## config.mk

```make
export PLATFORM = sky130hd
export DESIGN_NAME = mosfet_eval_seq
export DESIGN_NICKNAME = d
export VERILOG_FILES = /design/src/rtl/mosfet_eval_seq.sv
export SDC_FILE = /design/constraint.sdc
export NUM_CORES = 1
export LEC_CHECK = 0
export ABC_CLOCK_PERIOD_IN_PS = 8600
export CAP_MARGIN = 20
export CORE_MARGIN = 1
export CORE_UTILIZATION = 44
export DETAILED_ROUTE_END_ITERATION = 8
export SLEW_MARGIN = 25
export SYNTH_ARGS = -nofsm -noshare
export SYNTH_HDL_FRONTEND = slang
export SYNTH_SLANG_ARGS = --single-unit
```

## constraint.sdc

```tcl
create_clock -name clk -period 8.6 [get_ports clk]
set_input_delay 2.58 -clock clk [delete_from_list [all_inputs] [get_ports clk]]
set_output_delay 2.58 -clock clk [all_outputs]
set_load 0.005 [all_outputs]
```

## src/rtl/mosfet_eval_seq.sv

```systemverilog
// mosfet_eval_seq: sequential MOSFET evaluator.
// Accepts sessions of NUM_DEV devices (W, V_GS, V_DS), computes I_D and G_M
// per device in a two-stage pipeline and reports the extreme-I_D device
// (max for mode=0, min for mode=1) with a one-cycle out_valid strobe.
// Optional feature macro: MOSFET_SUM_EN adds sum_id, the session I_D sum.
module mosfet_eval_seq #(
    parameter int IN_W    = 3,
    parameter int VTH     = 1,
    parameter int NUM_DEV = 4,
    localparam int OUT_W  = 3 * IN_W + 1,
    localparam int IDX_W  = ($clog2(NUM_DEV) > 1) ? $clog2(NUM_DEV) : 1,
    localparam int SUM_W  = OUT_W + $clog2(NUM_DEV)
) (
    input  logic             clk,
    input  logic             rst_n,
    input  logic             in_valid,
    input  logic             mode,
    input  logic [IN_W-1:0]  W,
    input  logic [IN_W-1:0]  V_GS,
    input  logic [IN_W-1:0]  V_DS,
    output logic             out_valid,
    output logic [OUT_W-1:0] best_id,
    output logic [OUT_W-1:0] best_gm,
    output logic [IDX_W-1:0] best_idx
`ifdef MOSFET_SUM_EN
    ,
    output logic [SUM_W-1:0] sum_id
`endif
);

    // Internal arithmetic width: one bit of headroom over the result width.
    localparam int CW = 3 * IN_W + 2;

    typedef enum logic [1:0] {
        ST_IDLE    = 2'd0,
        ST_COLLECT = 2'd1,
        ST_DRAIN   = 2'd2
    } state_e;

    state_e           state_q;
    logic [IDX_W-1:0] cnt_q;
    logic             drain_q;
    logic             mode_q;

    logic             accept_s;
    logic [IDX_W-1:0] idx_s;
    logic             last_s;

    // Stage 0: captured operands of the accepted sample
    logic             s0_vld_q;
    logic             s0_first_q;
    logic             s0_last_q;
    logic [IDX_W-1:0] s0_idx_q;
    logic [IN_W-1:0]  s0_w_q;
    logic [IN_W-1:0]  s0_vgs_q;
    logic [IN_W-1:0]  s0_vds_q;

    // Stage 1: registered I_D / G_M
    logic             s1_vld_q;
    logic             s1_first_q;
    logic             s1_last_q;
    logic [IDX_W-1:0] s1_idx_q;
    logic [OUT_W-1:0] s1_id_q;
    logic [OUT_W-1:0] s1_gm_q;

    logic [CW-1:0]    ov_s;
    logic [CW-1:0]    id_full_s;
    logic [CW-1:0]    gm_full_s;
    logic [OUT_W-1:0] id_d;
    logic [OUT_W-1:0] gm_d;

    // Running best
    logic [OUT_W-1:0] best_id_q;
    logic [OUT_W-1:0] best_gm_q;
    logic [IDX_W-1:0] best_idx_q;
    logic             take_s;
    logic [OUT_W-1:0] best_id_d;
    logic [OUT_W-1:0] best_gm_d;
    logic [IDX_W-1:0] best_idx_d;

`ifdef MOSFET_SUM_EN
    logic [SUM_W-1:0] sum_q;
    logic [SUM_W-1:0] sum_d;
`endif

    // Samples are only taken while collecting; the index restarts at 0 in IDLE.
    assign accept_s = in_valid && ((state_q == ST_IDLE) || (state_q == ST_COLLECT));
    assign idx_s    = (state_q == ST_IDLE) ? {IDX_W{1'b0}} : cnt_q;
    assign last_s   = (idx_s == IDX_W'(NUM_DEV - 1));

    // Session FSM: sample counting, mode latch and the two-cycle drain.
    always_ff @(posedge clk) begin
        if (!rst_n) begin
            state_q <= ST_IDLE;
            cnt_q   <= {IDX_W{1'b0}};
            drain_q <= 1'b0;
            mode_q  <= 1'b0;
        end else begin
            case (state_q)
                ST_IDLE: begin
                    if (in_valid) begin
                        mode_q <= mode;
                        if (last_s) begin
                            state_q <= ST_DRAIN;
                            cnt_q   <= {IDX_W{1'b0}};
                        end else begin
                            state_q <= ST_COLLECT;
                            cnt_q   <= IDX_W'(1);
                        end
                    end
                end
                ST_COLLECT: begin
                    if (in_valid) begin
                        if (last_s) begin
                            state_q <= ST_DRAIN;
                            cnt_q   <= {IDX_W{1'b0}};
                        end else begin
                            cnt_q <= cnt_q + IDX_W'(1);
                        end
                    end
                end
                ST_DRAIN: begin
                    if (drain_q) begin
                        state_q <= ST_IDLE;
                        drain_q <= 1'b0;
                    end else begin
                        drain_q <= 1'b1;
                    end
                end
                default: begin
                    state_q <= ST_IDLE;
                    cnt_q   <= {IDX_W{1'b0}};
                    drain_q <= 1'b0;
                end
            endcase
        end
    end

    // Stage 0: register the accepted sample together with its session position.
    always_ff @(posedge clk) begin
        if (!rst_n) begin
            s0_vld_q   <= 1'b0;
            s0_first_q <= 1'b0;
            s0_last_q  <= 1'b0;
            s0_idx_q   <= {IDX_W{1'b0}};
            s0_w_q     <= {IN_W{1'b0}};
            s0_vgs_q   <= {IN_W{1'b0}};
            s0_vds_q   <= {IN_W{1'b0}};
        end else begin
            s0_vld_q   <= accept_s;
            s0_first_q <= accept_s && (state_q == ST_IDLE);
            s0_last_q  <= accept_s && last_s;
            s0_idx_q   <= idx_s;
            s0_w_q     <= W;
            s0_vgs_q   <= V_GS;
            s0_vds_q   <= V_DS;
        end
    end

    // Device model: cutoff, triode or saturation, floor-divided by 3.
    always_comb begin
        ov_s      = {CW{1'b0}};
        id_full_s = {CW{1'b0}};
        gm_full_s = {CW{1'b0}};
        if (CW'(s0_vgs_q) > CW'(VTH)) begin
            ov_s = CW'(s0_vgs_q) - CW'(VTH);
            if (ov_s > CW'(s0_vds_q)) begin
                id_full_s = CW'(s0_w_q) * (CW'(2) * ov_s * CW'(s0_vds_q)
                                           - CW'(s0_vds_q) * CW'(s0_vds_q));
                gm_full_s = CW'(2) * CW'(s0_w_q) * CW'(s0_vds_q);
            end else begin
                id_full_s = CW'(s0_w_q) * ov_s * ov_s;
                gm_full_s = CW'(2) * CW'(s0_w_q) * ov_s;
            end
        end else begin
            id_full_s = {CW{1'b0}};
            gm_full_s = {CW{1'b0}};
        end
        id_d = OUT_W'(id_full_s / CW'(3));
        gm_d = OUT_W'(gm_full_s / CW'(3));
    end

    // Stage 1: register the computed I_D / G_M.
    always_ff @(posedge clk) begin
        if (!rst_n) begin
            s1_vld_q   <= 1'b0;
            s1_first_q <= 1'b0;
            s1_last_q  <= 1'b0;
            s1_idx_q   <= {IDX_W{1'b0}};
            s1_id_q    <= {OUT_W{1'b0}};
            s1_gm_q    <= {OUT_W{1'b0}};
        end else begin
            s1_vld_q   <= s0_vld_q;
            s1_first_q <= s0_first_q;
            s1_last_q  <= s0_last_q;
            s1_idx_q   <= s0_idx_q;
            s1_id_q    <= id_d;
            s1_gm_q    <= gm_d;
        end
    end

    // Stage 2 selection: strict compare so ties keep the earlier device.
    always_comb begin
        take_s = 1'b0;
        if (s1_first_q) begin
            take_s = 1'b1;
        end else if (mode_q) begin
            take_s = (s1_id_q < best_id_q);
        end else begin
            take_s = (s1_id_q > best_id_q);
        end
        best_id_d  = take_s ? s1_id_q  : best_id_q;
        best_gm_d  = take_s ? s1_gm_q  : best_gm_q;
        best_idx_d = take_s ? s1_idx_q : best_idx_q;
    end

`ifdef MOSFET_SUM_EN
    // Session I_D sum restarts on the first device of each session.
    always_comb begin
        sum_d = sum_q;
        if (s1_first_q) begin
            sum_d = SUM_W'(s1_id_q);
        end else begin
            sum_d = sum_q + SUM_W'(s1_id_q);
        end
    end
`endif

    // Stage 2: update the running best and present the result on the last device.
    always_ff @(posedge clk) begin
        if (!rst_n) begin
            best_id_q  <= {OUT_W{1'b0}};
            best_gm_q  <= {OUT_W{1'b0}};
            best_idx_q <= {IDX_W{1'b0}};
            out_valid  <= 1'b0;
            best_id    <= {OUT_W{1'b0}};
            best_gm    <= {OUT_W{1'b0}};
            best_idx   <= {IDX_W{1'b0}};
`ifdef MOSFET_SUM_EN
            sum_q      <= {SUM_W{1'b0}};
            sum_id     <= {SUM_W{1'b0}};
`endif
        end else begin
            if (s1_vld_q) begin
                best_id_q  <= best_id_d;
                best_gm_q  <= best_gm_d;
                best_idx_q <= best_idx_d;
`ifdef MOSFET_SUM_EN
                sum_q      <= sum_d;
`endif
            end
            out_valid <= s1_vld_q && s1_last_q;
            best_id   <= (s1_vld_q && s1_last_q) ? best_id_d  : {OUT_W{1'b0}};
            best_gm   <= (s1_vld_q && s1_last_q) ? best_gm_d  : {OUT_W{1'b0}};
            best_idx  <= (s1_vld_q && s1_last_q) ? best_idx_d : {IDX_W{1'b0}};
`ifdef MOSFET_SUM_EN
            sum_id    <= (s1_vld_q && s1_last_q) ? sum_d      : {SUM_W{1'b0}};
`endif
        end
    end

endmodule

```

## Yosys cells after proc, flatten, opt, wreduce, memory -nomap -nowiden

Cells that the tools add are included.

| storage, ports and cells | value |
|---|---|
| register bits | 90 |
| output and inout bits | 23 |

| operators by class | value |
|---|---|
| reduce and logical (&&, ||, !) cells | 11 |
| equal/unequal tests | 7 |
| muxes and demuxes | 23 |
| order comparisons | 4 |
| divide/modulo/power cells | 2 |
| multiply operators | 7 |
| $add $sub $neg | 3 |
| bitwise logic cells | 1 |

Operators by type and width:

| kind | count |
|---|---|
| 11-bit 2-to-1 mux | 4 |
| 11-bit by 2-bit divider with 11-bit output, second input constant | 2 |
| 10-bit 2-to-1 mux | 2 |
| 2-bit 2-to-1 mux | 10 |
| 3-bit by 3-bit multiplier with 6-bit output | 2 |
| 2-bit one-hot mux with 3 select lines | 2 |
| 11-bit by 3-bit greater-than comparator with 1-bit output | 1 |
| 3-bit by 11-bit multiplier with 10-bit output | 1 |
| 3-bit by 11-bit multiplier with 11-bit output | 1 |
| 8-bit by 4-bit multiplier with 11-bit output | 1 |
| 11-bit by 6-bit subtractor with 11-bit output | 1 |
| 10-bit greater-than comparator | 1 |
| 10-bit < comparator | 1 |
| 10-bit by 3-bit multiplier with 10-bit output | 1 |
| 4-bit by 4-bit multiplier with 8-bit output | 1 |
| 2-bit inequality test, second input constant | 4 |
| 2-bit == test, second input constant | 2 |
| 1-bit logical AND | 4 |
| 1-bit 2-to-1 mux | 4 |
| 2-bit AND reduction | 2 |
| 4-bit AND reduction | 1 |
| 3-bit by 1-bit subtractor with 4-bit output, second input constant | 1 |
| 3-bit by 1-bit greater-than comparator with 1-bit output, second input constant | 1 |
| 3-bit AND reduction | 1 |
| other kinds (7) | 7 |

## Logic depth before layout (Yosys ltp)

Gate-level depths: netlist (run 1).

| logic depth | value |
|---|---|
| depth after elaboration | 7 |
| mapped depth | 49 |

## Worst setup path after synthesis (run 1)

Ideal clock, no wire load.

| timing | value |
|---|---|
| kind | register to register |
| start point | reg s0_vgs_q[0] |
| end point | reg s1_id_q[0] |
| data required time | 8.478 ns |
| arrival | 9.271 ns |
| library setup time | 0.122 ns |
| path slack | -0.794 ns |
| stages on the path, launching flop included | 42 |
| cells stage by stage | dfxtp_1 clkbuf_1 inv_2 ha_1 clkbuf_1 inv_1 nand2_1 fa_1 inv_1 ha_1 fa_1 ha_1 fa_1 nor2b_1 fa_1 fa_1 ha_1 ha_1 [... 6 more ...] nand4_1 o221a_2 a21oi_2 o31ai_1 a2111o_1 a32oi_2 buf_6 nor3_1 a211oi_1 a31oi_1 ha_1 nand3b_1 nor2_1 a21oi_1 nor2_1 a21oi_1 o221ai_1 a21oi_1 |

| between the ends | value |
|---|---|
| longest elaborated chain between the ends | 7 |
| elaborated cells on any way between the ends | 11 |
| those cells by class | 2 x add/sub; 4 x mul; 1 x div; 2 x order compare; 2 x mux |

RTL lines:

| element | RTL line | RTL |
|---|---|---|
| from (decl) | 55 | `logic [IN_W-1:0] s0_vgs_q;` |
| from (signal assigned) | 147 | `s0_vgs_q <= {IN_W{1'b0}};` |
| 3-bit by 1-bit subtractor with 4-bit output | 166 | `ov_s = CW'(s0_vgs_q) - CW'(VTH);` |
| 10-bit by 3-bit multiplier with 10-bit output | 168 | `id_full_s = CW'(s0_w_q) * (CW'(2) * ov_s * CW'(s0_vds_q)` |
| 11-bit by 6-bit subtractor with 11-bit output | 169 | `- CW'(s0_vds_q) * CW'(s0_vds_q));` |
| 3-bit by 11-bit multiplier with 11-bit output | 168 |  |
| 11-bit 2-to-1 mux | 167 | `if (ov_s > CW'(s0_vds_q)) begin` |
| 11-bit 2-to-1 mux (*) | 165 | `if (CW'(s0_vgs_q) > CW'(VTH)) begin` |
| 11-bit by 2-bit divider with 11-bit output (*) | 179 | `id_d = OUT_W'(id_full_s / CW'(3));` |
| to (signal assigned) | 190 | `s1_id_q <= {OUT_W{1'b0}};` |
| to (signal assigned) | 197 | `s1_id_q <= id_d;` |
| to (decl) | 63 | `logic [OUT_W-1:0] s1_id_q;` |

Every way passes the cells marked *; elsewhere a longest branch is shown, timed or not.
A chain may end at the register's enable or synchronous reset.

## Final worst setup path (run 1)

Ends and elaborated chain as after synthesis.

==> metrics.txt, run 1 <==
DRC errors left 0; Die ar. 0.0194 sq mm; initial antenna violation count 0; overall routing resource usage 21.6%; CP Depth 45; Pleak 4.38 nW; total CTS buffers 9; power density over the cells 325 mW/mm^2; RSZ-0062 raised after global routing yes; CP Launch Type flop; fillcell total 1717; Vias/cell 5.31; final hold vios 0; R2R depth 45; failing checks setup timing; drt initial violations 375; Cells after Synth 1038; clock root buffer clkbuf_16; CP Buf/Inv Count 11; Design Power 3.23 mW; critical path arrival 8.96 ns; CTS tree yes; final worst-path cycle share 102%; endpoint type of the worst setup path flop; Top cell by count, worst path ha_1; top-area cell type share of the netlist area 21.7%; Worst Setup Path Type flop to flop; largest net degree at the start of global routing 30; WL final 20100 microns; ys async rst share 0%; final core occ 54.6%; Max rail drop VDD 0.000231 V; Post-synth EDFFs 0; register area 0.00181 sq mm; total global routing overflow 0; leading area contributor after synthesis dfxtp_1; overall die height 139 microns; Synth Register Bits 90; Mapped Nets 1179; Slew Viols, Final 0; non-filler cells, final 1353; DP Wirelength 15500 microns; Initial Util 45.6%; Critical Path RT 8.83 ns; pre-CTS setup slack -0.142 ns; core box area 0.0182 sq mm; vias in the first global route 6980; # diodes 0; count of nets after finishing 1261; fraction of layout cells with a size suffix above 1 15.1%; post-DR wirelength/cell 14.8 microns; Placed Cells 1331; RePlAce Congestion 0.878; Sink Count 90; register area share after synthesis 21.7%; worst hold stages 1; synthesized area per cell 7.99 sq um; Worst Skew 0.0113 ns; PnR worst setup slack -0.134 ns; ys flop type dfxtp_1; Area Overhead vs Synth 19.9%; Worst Hold Class flop to flop; Max Fclk 0.114 GHz; CTS clk-pin slew, worst paths 0.07 ns; die width 139 microns; clock period minus worst slack 8.73 ns; hold slack 0.434 ns; max-cap viol count 0; Critical Path Fanout Max 7; Slew Limit Headroom 35.2%; Max clock buf depth 2; slowest stage delay, CP 0.49 ns; post-route ant nets 0; Critical-path top delay cell fa_1; Netlist cell types 81; global-route wire length before repair 34300 microns; post-synthesis cell area 0.00830 sq mm; Port Buf Inserts 35; ranking of synthesized cells by area dfxtp_1 22%, ha_1 14%, fa_1 9.2%; slew of the pin with the lowest slew margin 0.970 ns; Yosys warning total 0; row count 49; Clock Latency Late Sink 0.35 ns; DRT Pass-1 Iters 5; H-tree level count 3; status complete, but fails checks; routed vias 7178; io pins 36; Final Setup Violations 1; area occupied by multi-input gates 0.00627 sq mm; kind of cell adding the most delay to the critical path adder cells
## layer usage
metal  vias to the layer above  track usage, %  part of all wire [%]
li1                       3709               -                     -
met1                      3344            30.3                    51
met2                       112            35.7                    45
met3                        13            2.37                   3.2
met4                         0            4.85                   1.1
met5                         -               0                     0
## state kept, by name (all words and copies together), names as in the netlist, 3 cells and up
| name | count |
|---|---|
| best_gm | 10 |
| best_gm_q | 10 |
| best_id | 10 |
| best_id_q | 10 |
| s1_gm_q | 10 |
| s1_id_q | 10 |
| s0_vds_q | 3 |
| s0_vgs_q | 3 |
| s0_w_q | 3 |
## cells in the final DEF (no fill, tap or decap), types with 29 or more instances in the layout
| cell type | count |
|---|---|
| nand2_1 | 136 |
| nor2_1 | 114 |
| dfxtp_1 | 87 |
| inv_1 | 83 |
| ha_1 | 83 |
| buf_4 | 74 |
| a21oi_1 | 69 |
| fa_1 | 36 |
| clkdlybuf4s50_1 | 35 |
| and2_1 | 32 |
| mux2i_1 | 32 |
| o21ai_0 | 29 |
## report_power, final
| part | switching (mW) | internal [mW] |
|---|---|---|
| registers | 0.0230 | 0.451 |
| clock network | 0.174 | 0.228 |
| logic | 1.26 | 1.10 |
| total | 1.45 | 1.78 |
## worst register-to-register path: cells and delay by family, from the launching register on
kind	cells	cell delay, ns
AO/OA/AOI/OAI	12	2.12
XOR/XNOR	2	0.30
adder cells (fa/ha/maj)	10	3.18
buffers and inverters	11	1.00
flip-flops	1	0.35
multiplexers	1	0.16
AND/OR/NAND/NOR	9	1.50
## cell type report
type | instances | share of cell area [%]
Inverter | 87 | 3.32
Sequential cell | 90 | 18.1
Clock inverter | 6 | 0.742
Tap cell | 229 | 2.88
Timing Repair Buffer | 111 | 9.58
Clock buffer | 9 | 2.26
Multi-Input combinational cell | 821 | 63.1
## final timing paths
path	endpoint	start	slack, ns
setup reg to reg	s1_id_q[0]	s0_vgs_q[0]	-0.13
hold / removal	s1_idx_q[1]	s0_idx_q[1]	0.43
setup / recovery	s1_id_q[0]	s0_vgs_q[0]	-0.13
hold reg to reg	s1_idx_q[1]	s0_idx_q[1]	0.43
## cells in the mapped netlist (5+ instances only)
| library cell | n |
|---|---|
| or2_2 | 6 |
| o21ai_0 | 32 |
| o21a_1 | 12 |
| xnor2_1 | 26 |
| a21o_1 | 7 |
| inv_1 | 84 |
| or3_1 | 7 |
| clkbuf_1 | 37 |
| nand3_1 | 20 |
| o31ai_1 | 5 |
| nor2b_1 | 18 |
| and2_1 | 32 |
| nor3_1 | 21 |
| nor2_1 | 117 |
| nand4_1 | 8 |
| nand2_1 | 139 |
| nor3b_1 | 5 |
| o211ai_1 | 8 |
| xor2_1 | 10 |
| and3_1 | 5 |
| nand2b_1 | 10 |
| mux2i_1 | 35 |
| dfxtp_1 | 90 |
| fa_1 | 38 |
| ha_1 | 90 |
| a211oi_1 | 13 |
| a21oi_1 | 72 |
## cell families (layout without fill, tap and decap cells)
logic type	after synthesis	in the layout	synth area share (%)
mux	41	41	5.07
simple gates	402	402	22.5
compound gates	207	207	16.8
buf+inv	127	213	5.85
xor+xnor	41	41	5.08
flops	90	90	21.7
fa+ha+maj	130	130	23.0
## repair_timing
| action | 4_1_cts | 5_1_grt |
|---|---|---|
| buffers inserted | 3 | 4 |
| hold buffers | 0 | 0 |
| gates resized for setup | 8 | 17 |
| setup endpoints to repair | 1 | 1 |
| pin swaps | 7 | 3 |
## stage by stage
step,TNS (ns),instance area [sq um]
floorplan,-0.0324,8490
global placement,-0.0750,9440
detailed placement,-0.142,9470
CTS,-0.113,9820
global route,-0.668,9950
finish,-0.134,9950
(Power assumes the default switching activity.)
==> run 2, diff against run 1 <==
Settings changed: CTS_BUF_LIST from default to sky130_fd_sc_hd__clkbuf_16.
==> results of run 2 <==
Same layout as run 1: the final DEF is identical, and so are final timing and power.
==> run 3, diff against run 2 <==
Settings changed: CORE_ASPECT_RATIO from default to 0.6.
==> run 3 against run 2 <==
  * Clock skew is 0.0023 ns lower
  * The run ends with DRC, setup timing left
  * Combinational power is 20% higher
  * Core utilization is 3.0 points higher
  * Largest cell class unchanged
  * Die area hardly changed
  * Largest power group unchanged
  * Clock power hardly changed
  * Sequential share of layout area is 0.98 points lower
  * Via count is 3.4% higher
  * Sequential power hardly changed
  * Global-route usage is 2.0 points higher
  * Non-clock buffer count is 34 higher
  * Final area is 5.7% higher
  * Register-to-register slack hardly changed
==> metrics.txt, run 3 (synthesized netlist as in run 1, its figures left out) <==
final hold vios 0 (unchanged); commonest non-fill, non-tap cells in the layout 136 x nand2_1, 107 x nor2_1, 105 x buf_4; WL final 21800 microns (+8.4%); Critical-path top delay cell fa_1; most common cell after layout, fill and taps aside nand2_1; row count 38 (-22%); Worst Skew 0.00902 ns (-0.00232 ns); RSZ-0062 raised after global routing yes; endpoint type of the worst setup path flop; P_sw 1.64 mW (+13%); global-route wire length before repair 36000 microns (+4.8%); max-cap viol count 0 (unchanged); CTS tree yes; Max rail drop VDD 0.000383 V (+66%); drt initial violations 594 (+58%); overall die height 108 microns (-22%); Final Setup Violations 1 (unchanged); core box area 0.0183 sq mm (+0.27%); count of nets after finishing 1295 (+2.7%); clock power share 10.8% (-1.6 points); final worst-path cycle share 101% (about the same); fillcell total 1676 (-2.4%); slew of the pin with the lowest slew margin 0.924 ns (-0.0464 ns); DP Wirelength 16400 microns (+5.7%); DRC errors left 6 (+6); total global routing overflow 0 (unchanged); failing checks DRC, setup timing; Critical Path RT 8.83 ns (about the same); DRT Pass-1 Iters 7 (+2); Sink Count 90 (unchanged); switching part of the total 44.4% (-0.58 points); Port Buf Inserts 35 (unchanged); CTS clk-pin slew, worst paths 0.07 ns (about the same); clock period minus worst slack 8.73 ns (-0.00686 ns); total CTS buffers 9 (unchanged); vias in the first global route 6946 (-0.49%); clock root buffer clkbuf_16; Pleak 4.60 nW (+5.2%); # diodes 0 (unchanged); area occupied by multi-input gates 0.00657 sq mm (+4.7%); Top cell by count, worst path fa_1; hold_buf cts 0 (unchanged); post-DR wirelength/cell 15.6 microns (+4.9%); H-tree level count 3 (unchanged); Clock Latency Late Sink 0.34 ns (about the same); CP Launch Type flop; RePlAce Congestion 0.932 (+6.2%); final core occ 57.6% (+3.0 points); io pins 36 (unchanged); initial antenna violation count 0 (unchanged); status complete, but fails checks; PnR worst setup slack -0.127 ns (+0.00686 ns); die width 179 microns (+29%); Die ar. 0.0194 sq mm (about the same); Slew Viols, Final 0 (unchanged); Critical Path Fanout Max 6 (-1); Flop pwr share 12.8% (-1.9 points); Vias/cell 5.31 (about the same); Area Overhead vs Synth 26.7%; fraction of layout cells with a size suffix above 1 20.8% (+5.7 points); Max Fclk 0.115 GHz (about the same); power density over the cells 352 mW/mm^2 (+8.4%); largest net degree at the start of global routing 37 (+23%); Worst Hold Class flop to flop; critical path arrival 8.95 ns (about the same); overall routing resource usage 23.6% (+2.0 points); Int Power 2.06 mW (+16%); Max clock buf depth 2 (unchanged); routed vias 7423 (+3.4%); setup TNS -0.127 ns (+0.00686 ns); Worst Setup Path Type flop to flop; post-route ant nets 0 (unchanged); Comb pwr share 76.4% (+3.5 points); register area 0.00181 sq mm (unchanged); Initial Util 45.4% (-0.12 points); slowest stage delay, CP 0.58 ns (+0.09 ns); Slew Limit Headroom 38.2% (+3.1 points)
==> run 3: cell count changes in the layout (fill, tap and decap cells not counted), moves of 3 or more <==
cell,previous run,this run
a21oi_1,69,66
a21oi_2,3,6
and2_1,32,29
buf_4,74,105
buf_6,0,4
ha_1,83,73
ha_4,5,14
nor2_1,114,107
nor2_2,4,11
xnor2_1,22,18
xnor2_2,4,8
==> run 3: path summary, 6_finish.rpt <==
path	startpoint	endpoint	slack [ns]	cells past startpoint
max	s0_vgs_q[2]	s1_id_q[0]	-0.13	40
min	s0_idx_q[0]	s1_idx_q[0]	0.43	1
max reg2reg	s0_vgs_q[2]	s1_id_q[0]	-0.13	40
min reg2reg	s0_idx_q[0]	s1_idx_q[0]	0.43	1
==> run 3: cell type report <==
type	count	share of cell area (%)
Sequential cell	90	17.2
Timing Repair Buffer	145	11.4
Clock buffer	9	2.14
Tap cell	240	2.86
Clock inverter	7	0.714
Multi-Input combinational cell	821	62.5
Inverter	87	3.18
==> run 3: worst max-delay path: cells and delay by family (launching register included) <==
| family | cells | cell delay [ns] |
|---|---|---|
| multiplexers | 1 | 0.15 |
| flip-flops | 1 | 0.32 |
| AO/OA/AOI/OAI | 13 | 1.93 |
| adder cells (fa/ha/maj) | 10 | 3.66 |
| AND/OR/NAND/NOR | 10 | 1.79 |
| buffers and inverters | 5 | 0.64 |
| XOR/XNOR | 1 | 0.10 |
==> run 3: metrics by stage <==
stage	hold WS (ns)	power (mW)	cells	area, sq um	setup slack (ns)
final	0.432	3.71	1399	10500	-0.127
after global routing	0.443	3.99	1399	10500	-0.502
after CTS	0.434	3.55	1394	10300	-0.164
after detailed placement	0.417	2.76	1358	9570	-0.437
after global placement	0.416	2.76	1358	9570	-0.223
after floorplan	0.412	2.10	1038	8490	-0.0324
==> run 3: power by group through the flow <==
stage / logic (mW) / registers (mW) / clock network (mW)
floorplan: 1.63 / 0.476 / 0
global placement: 2.28 / 0.483 / 0
detailed placement: 2.28 / 0.484 / 0
CTS: 2.66 / 0.474 / 0.413
global route: 3.09 / 0.479 / 0.428
finish: 2.83 / 0.475 / 0.401
==> run 3: layer usage <==
metal | share of wire, % | vias to the layer above | wire length, microns | global-route usage, %
li1 | - | 3773 | - | -
met1 | 56 | 3473 | 12100 | 38.1
met2 | 39 | 165 | 8390 | 32.4
met3 | 5.2 | 12 | 1120 | 3.97
met4 | 0.61 | 0 | 133 | 3.48
met5 | 0 | - | 0 | 0
==> run 3: timing repair <==
action                     in CTS  in global routing
gates resized for setup        49                 31
buffers inserted               21                  5
setup endpoints to repair       1                  1
pin swaps                      56                 27
